### config.mk
export PLATFORM = sky130hd
export DESIGN_NAME = logic_unit_acc
export DESIGN_NICKNAME = d
export VERILOG_FILES = /design/src/rtl/logic_unit_acc.sv
export SDC_FILE = /design/constraint.sdc
export NUM_CORES = 1
export LEC_CHECK = 0
export CORE_AREA = 2 2 90 92
export CTS_BUF_LIST = sky130_fd_sc_hd__clkbuf_8
export DETAILED_ROUTE_END_ITERATION = 16
export DIE_AREA = 0 0 92 94
export SLEW_MARGIN = 20
export SYNTH_ARGS = -nofsm -noshare
export SYNTH_HDL_FRONTEND = slang
export SYNTH_SLANG_ARGS = --single-unit
### constraint.sdc
create_clock -name clk -period 5.38 [get_ports clk]
set_input_delay 1.076 -clock clk [delete_from_list [all_inputs] [get_ports clk]]
set_output_delay 1.076 -clock clk [all_outputs]
set_load 0.02 [all_outputs]
### src/rtl/logic_unit_acc.sv
// logic_unit_acc -- WIDTH-bit logic/arithmetic unit with an accumulator.
//
// One operation is issued per accepted start pulse. Logic, arithmetic and
// LOAD ops finish at the accepting edge. SHL is a serial shift that moves one
// bit position per cycle. The start/busy/done handshake reports when acc is valid.
//
// Compile-time option:
//   LOGIC_UNIT_OVF_EN  when defined, adds the registered output ovf. It is the
//                      signed two's-complement overflow flag for ADD and SUB,
//                      and every other accepted op clears it.
module logic_unit_acc #(
    parameter  int WIDTH = 8,
    localparam int CW    = $clog2(WIDTH)
) (
    input  logic             clk,
    input  logic             reset,
    input  logic             start,
    input  logic [2:0]       op,
    input  logic             use_acc,
    input  logic [WIDTH-1:0] a,
    input  logic [WIDTH-1:0] b,
    output logic [WIDTH-1:0] acc,
    output logic             busy,
    output logic             done,
    output logic             zero,
    output logic             sign,
`ifdef LOGIC_UNIT_OVF_EN
    output logic             ovf,
`endif
    output logic             carry
);

    // ------------------------------------------------------------------
    // Encodings
    // ------------------------------------------------------------------
    typedef enum logic [2:0] {
        OP_AND  = 3'b000,
        OP_OR   = 3'b001,
        OP_XOR  = 3'b010,
        OP_NOT  = 3'b011,
        OP_ADD  = 3'b100,
        OP_SUB  = 3'b101,
        OP_SHL  = 3'b110,
        OP_LOAD = 3'b111
    } op_e;

    typedef enum logic {
        ST_IDLE  = 1'b0,
        ST_SHIFT = 1'b1
    } state_e;

    localparam logic [CW-1:0] CNT_ONE  = CW'(1);
    localparam logic [CW-1:0] CNT_ZERO = '0;

    // ------------------------------------------------------------------
    // State and datapath registers
    // ------------------------------------------------------------------
    state_e           state_q, state_d;
    logic [WIDTH-1:0] acc_q,   acc_d;
    logic             carry_q, carry_d;
    logic [CW-1:0]    cnt_q,   cnt_d;
    logic             done_q,  done_d;

    // ------------------------------------------------------------------
    // Shared decode of the current request
    // ------------------------------------------------------------------
    op_e              op_sel;
    logic             accept;
    logic [WIDTH-1:0] a_sel;
    logic [CW-1:0]    shamt;
    logic [WIDTH:0]   sum;
    logic [WIDTH:0]   diff;

    assign op_sel = op_e'(op);
    // start is only honoured while idle; requests made during a shift are dropped.
    assign accept = (state_q == ST_IDLE) && start;
    assign a_sel  = use_acc ? acc_q : a;
    assign shamt  = b[CW-1:0];
    // One extra bit holds the carry of the sum.
    // On the difference the extra bit is the borrow (set iff a_sel < b).
    assign sum    = {1'b0, a_sel} + {1'b0, b};
    assign diff   = {1'b0, a_sel} - {1'b0, b};

    // State register: synchronous reset returns to IDLE and aborts any shift.
    always_ff @(posedge clk) begin
        // NOTE: sequential state uses non-blocking (<=) so every register samples
        // pre-edge values; blocking here would make results depend on block order.
        if (reset) begin
            state_q <= ST_IDLE;
        end else begin
            state_q <= state_d;
        end
    end

    // Next-state logic: only a non-zero SHL leaves IDLE, and the final shift step returns.
    always_comb begin
        state_d = state_q;
        unique case (state_q)
            ST_IDLE: begin
                if (accept && (op_sel == OP_SHL) && (shamt != CNT_ZERO)) begin
                    state_d = ST_SHIFT;
                end
            end
            ST_SHIFT: begin
                if (cnt_q == CNT_ONE) begin
                    state_d = ST_IDLE;
                end
            end
            default: state_d = ST_IDLE;
        endcase
    end

    // Datapath next values: an accepted op or a shift step updates acc, carry, counter and done.
    always_comb begin
        // NOTE: each output of this block gets a default first, so no path
        // through the case statements leaves a value unassigned and no latch is inferred.
        acc_d   = acc_q;
        carry_d = carry_q;
        cnt_d   = cnt_q;
        done_d  = 1'b0;

        if (state_q == ST_SHIFT) begin
            carry_d = acc_q[WIDTH-1];
            acc_d   = {acc_q[WIDTH-2:0], 1'b0};
            cnt_d   = cnt_q - CNT_ONE;
            done_d  = (cnt_q == CNT_ONE);
        end else if (accept) begin
            done_d = 1'b1;
            unique case (op_sel)
                OP_AND: begin
                    acc_d   = a_sel & b;
                    carry_d = 1'b0;
                end
                OP_OR: begin
                    acc_d   = a_sel | b;
                    carry_d = 1'b0;
                end
                OP_XOR: begin
                    acc_d   = a_sel ^ b;
                    carry_d = 1'b0;
                end
                OP_NOT: begin
                    acc_d   = ~a_sel;
                    carry_d = 1'b0;
                end
                OP_ADD: begin
                    acc_d   = sum[WIDTH-1:0];
                    carry_d = sum[WIDTH];
                end
                OP_SUB: begin
                    acc_d   = diff[WIDTH-1:0];
                    carry_d = diff[WIDTH];
                end
                OP_SHL: begin
                    // Load the operand now; the SHIFT state does the shifting.
                    // A zero count finishes immediately, like a single-cycle op.
                    acc_d   = a_sel;
                    carry_d = 1'b0;
                    cnt_d   = shamt;
                    done_d  = (shamt == CNT_ZERO);
                end
                OP_LOAD: begin
                    acc_d   = b;
                    carry_d = 1'b0;
                end
                default: begin
                    acc_d   = acc_q;
                    carry_d = carry_q;
                end
            endcase
        end
    end

    // Datapath registers: all cleared by reset, so an aborted shift produces no done pulse.
    always_ff @(posedge clk) begin
        if (reset) begin
            acc_q   <= '0;
            carry_q <= 1'b0;
            cnt_q   <= '0;
            done_q  <= 1'b0;
        end else begin
            acc_q   <= acc_d;
            carry_q <= carry_d;
            cnt_q   <= cnt_d;
            done_q  <= done_d;
        end
    end

`ifdef LOGIC_UNIT_OVF_EN
    logic ovf_q, ovf_d;

    // Overflow next value: signed overflow for ADD/SUB; any other accepted op clears it.
    always_comb begin
        ovf_d = ovf_q;
        if (accept) begin
            unique case (op_sel)
                OP_ADD:  ovf_d = (a_sel[WIDTH-1] == b[WIDTH-1]) &&
                                 (sum[WIDTH-1] != a_sel[WIDTH-1]);
                OP_SUB:  ovf_d = (a_sel[WIDTH-1] != b[WIDTH-1]) &&
                                 (diff[WIDTH-1] != a_sel[WIDTH-1]);
                default: ovf_d = 1'b0;
            endcase
        end
    end

    // Overflow register: it keeps its value through shift steps.
    always_ff @(posedge clk) begin
        if (reset) begin
            ovf_q <= 1'b0;
        end else begin
            ovf_q <= ovf_d;
        end
    end

    assign ovf = ovf_q;
`endif

    // Outputs: registered values plus the combinational zero and sign flags of the accumulator.
    always_comb begin
        acc   = acc_q;
        carry = carry_q;
        done  = done_q;
        busy  = (state_q == ST_SHIFT);
        zero  = (acc_q == '0);
        sign  = acc_q[WIDTH-1];
    end

endmodule

==> reports/results.tsv <==
stage	metric	value	unit
outcome	outcome	finished, final reports clean	
global_routing	first-pass GRT wire length	11200	um
sta	final hold vios	0	
min_path	min-delay src	cnt_q[1]	
synthesis	async set-or-reset flop fraction in the synthesized netlist	0	%
critical_path	critical path depth	10	
sta	TNS Setup	0	ns
floorplan	num rows	32	
critical_path	worst-path maximum fanout	8	
route	vias per cell	5.49	
synthesis	top cell type's share of synthesized area	16.0	%
min_path	Worst Hold Path EP	cnt_q[1]	
synthesis	synth top area cells	ha_1, dfxtp_1, a21oi_1	
global_routing	largest net degree at the start of global routing	32	
floorplan	Initial Utilization	29.8	%
clock_tree	Post-CTS Setup Bufs	0	
cells_and_area	n_diodes	0	
global_routing	gr usage total	15.9	%
route	Initial DRC Count	177	
critical_path	worst reg2reg endpoint	acc[6]	
synthesis	#FFs+latches synth	14	
sta	Final Skew	0.00328	ns
floorplan	core area	7610	um^2
route	Vias	2313	
floorplan	Die X-Extent	92	um
synthesis	number of enable flip-flop cells after synthesis	0	
synthesis	cells after synthesis	296	
clock_tree	CTS Hold Bufs	0	
critical_path	worst-path cell chain	clkdlybuf4s50_1 -> mux2i_2 -> inv_1 -> ha_1 -> fa_1 -> a21o_1 -> and4_1 -> o21a_1 -> o32ai_1 -> a311oi_2	
power	Peak VDD IR	0.0000733	V
synthesis	Post-Synthesis Net Count	350	
route	drt drc	0	
route	DR pass1 iterations	4	
sta	Fmax	0.248	GHz
route	WL/cell	16.6	um
critical_path	Top Family by Delay on Critical Path	buffers and inverters	
placed_design	Final GP Congestion	0.872	
placed_design	port bufs	35	
clock_tree	clk sinks	14	
sta	worst slew pin tran	0.819	ns
min_path	Hold Path Class	flip-flop to flip-flop	
synthesis	Yosys cell types	59	
sta	final period utilization	74.8	%
power	Power Dens Cells	177	nW/um^2
min_path	hold depth	2	
clock_tree	Clock Latency Late Sink	0.25	ns
cells_and_area	multi-input logic area	1770	um^2
route	Routed WL	6970	um
global_routing	vias in the first global route	2192	
critical_path	WP buf/inv	2	
critical_path	R2R setup slack	2.76	ns
sta	final setup vio count	0	
clock_tree	TritonCTS clock tree	done	
synthesis	main flop type after synthesis	dfxtp_1	
cells_and_area	register area	280	um^2
global_routing	GR Overflow Total	0	
cells_and_area	FILL cells	832	
floorplan	Die Ht	94	um
critical_path	worst reg2reg path depth	9	
synthesis	synth warn	0	
critical_path	Worst EP required	5.49	ns
floorplan	Boundary Pins	36	
clock_tree	root buf cell	clkbuf_8	
clock_tree	CTS Buffer Depth	2	
synthesis	Post-synth top cells	ha_1, a21oi_1, inv_1	
synthesis	Yosys top cell by area	ha_1	
sta	Pins Over Slew Limit	0	
critical_path	CP Launch Type	input pin	
sta	Max-Slew Margin vs Limit	45.3	%
clock_tree	CTS Buf Count	3	
placed_design	Post-DP HPWL	5270	um
cells_and_area	nets@finish	374	
clock_tree	H-tree levels	1	
critical_path	Slowest-stage cell, CP	clkdlybuf4s50_1	
sta	Final WS setup	1.35	ns
synthesis	cell area after synthesis	2270	um^2
global_routing	initial antenna violation count	0	
clock_tree	post_cts resized	0	
critical_path	Critical Path End Type	flip-flop	
critical_path	WP data arrival	4.14	ns
synthesis	sequential area share after synthesis	12.4	%
cells_and_area	Area Growth Syn to Fin	19.5	%
cells_and_area	final instance area	2710	um^2
job	max_cap viols	0	
clock_tree	Clock transition at path regs	0.06	ns
placed_design	area of placed instances	2660	um^2
placed_design	Place WS	1.17	ns
power	Lkg Pwr	1.15	nW
cells_and_area	layout cells sized above 1	5.96	%
critical_path	CP peak stage delay	0.82	ns
synthesis	top-count cell post-synth	ha_1	
sta	RSZ-0062 raised after global routing	no	
sta	fin crit period	4.03	ns
critical_path	R2R Path Start	acc[0]	
critical_path	CP Class	input pin to flip-flop	
synthesis	Post-Syn Area per Cell	7.66	um^2
route	antenna-violating nets left	0	
floorplan	DIE AREA	8650	um^2
## metrics by stage
step,instances,total power [mW],hold slack (ns),util [%]
after global placement,417,0.372,0.442,34.9
after detailed placement,417,0.374,0.473,34.9
after CTS,421,0.482,0.481,35.6
after floorplan,296,0.295,0.432,-
final,421,0.481,0.473,35.6
after global routing,421,0.513,0.515,35.6
## sequential cells by signal (all words and copies together) (netlist names)
signal and cells:
cnt_q 3, busy 1, acc 8, done 1, carry 1
## worst min-delay path, delay by kind of cell, from the launching register on
family,cells,cell delay [ns]
AND/OR/NAND/NOR,1,0.05
flip-flops,1,0.31
AO/OA/AOI/OAI,1,0.06
## layer usage
| layer | GRT usage, % | part of all wire [%] |
|---|---|---|
| met1 | 21.6 | 46 |
| met2 | 26.4 | 47 |
| met3 | 3.13 | 6.6 |
| met4 | 3.23 | 0.66 |
| met5 | 0 | 0 |
## final cells by class
type,instances,area share (%)
multi-input cells,236,65.3
clock buffers,4,2.03
well taps,102,4.71
repair buffers,39,14.0
flip-flops and latches,14,10.3
inverters,26,3.60
## cell families after synthesis
logic type / share of synthesized area [%]
compound gates: 31.3
xor+xnor: 0.772
fa+ha+maj: 17.8
buf+inv: 9.60
flops: 12.4
mux: 7.72
simple gates: 20.5
## layout by cell type (no fill, tap or decap), types with 4 or more instances in the layout
master and instances:
clkdlybuf4s50_1 35, ha_1 29, a21oi_1 28, inv_1 26, nor2_1 24, dfxtp_1 14, o21ai_0 13, mux2i_1 12
nand2_1 12, nand3_1 8, nor3b_1 8, a31oi_1 6, o21bai_1 6, o22ai_1 6, o21a_1 5, nand2b_1 5
a211oi_1 5, nor2b_1 5, a21o_1 4, o31ai_1 4, o221ai_1 4, clkbuf_8 4, buf_4 4
## worst max path at each step
stage | end | startpoint
floorplan | acc[6] | use_acc
global placement | acc[6] | use_acc
detailed placement | acc[6] | use_acc
CTS | acc[6] | use_acc
global route | acc[6] | use_acc
finish | acc[6] | use_acc
## report_power, final
group	switching [mW]	total (mW)	internal (mW)	leakage [nW]
combinational	0.141	0.253	0.111	1.01
clock	0.0407	0.106	0.0649	0.0288
sequential	0.0107	0.123	0.112	0.115
No activity file was read; power rests on OpenSTA's default activity.
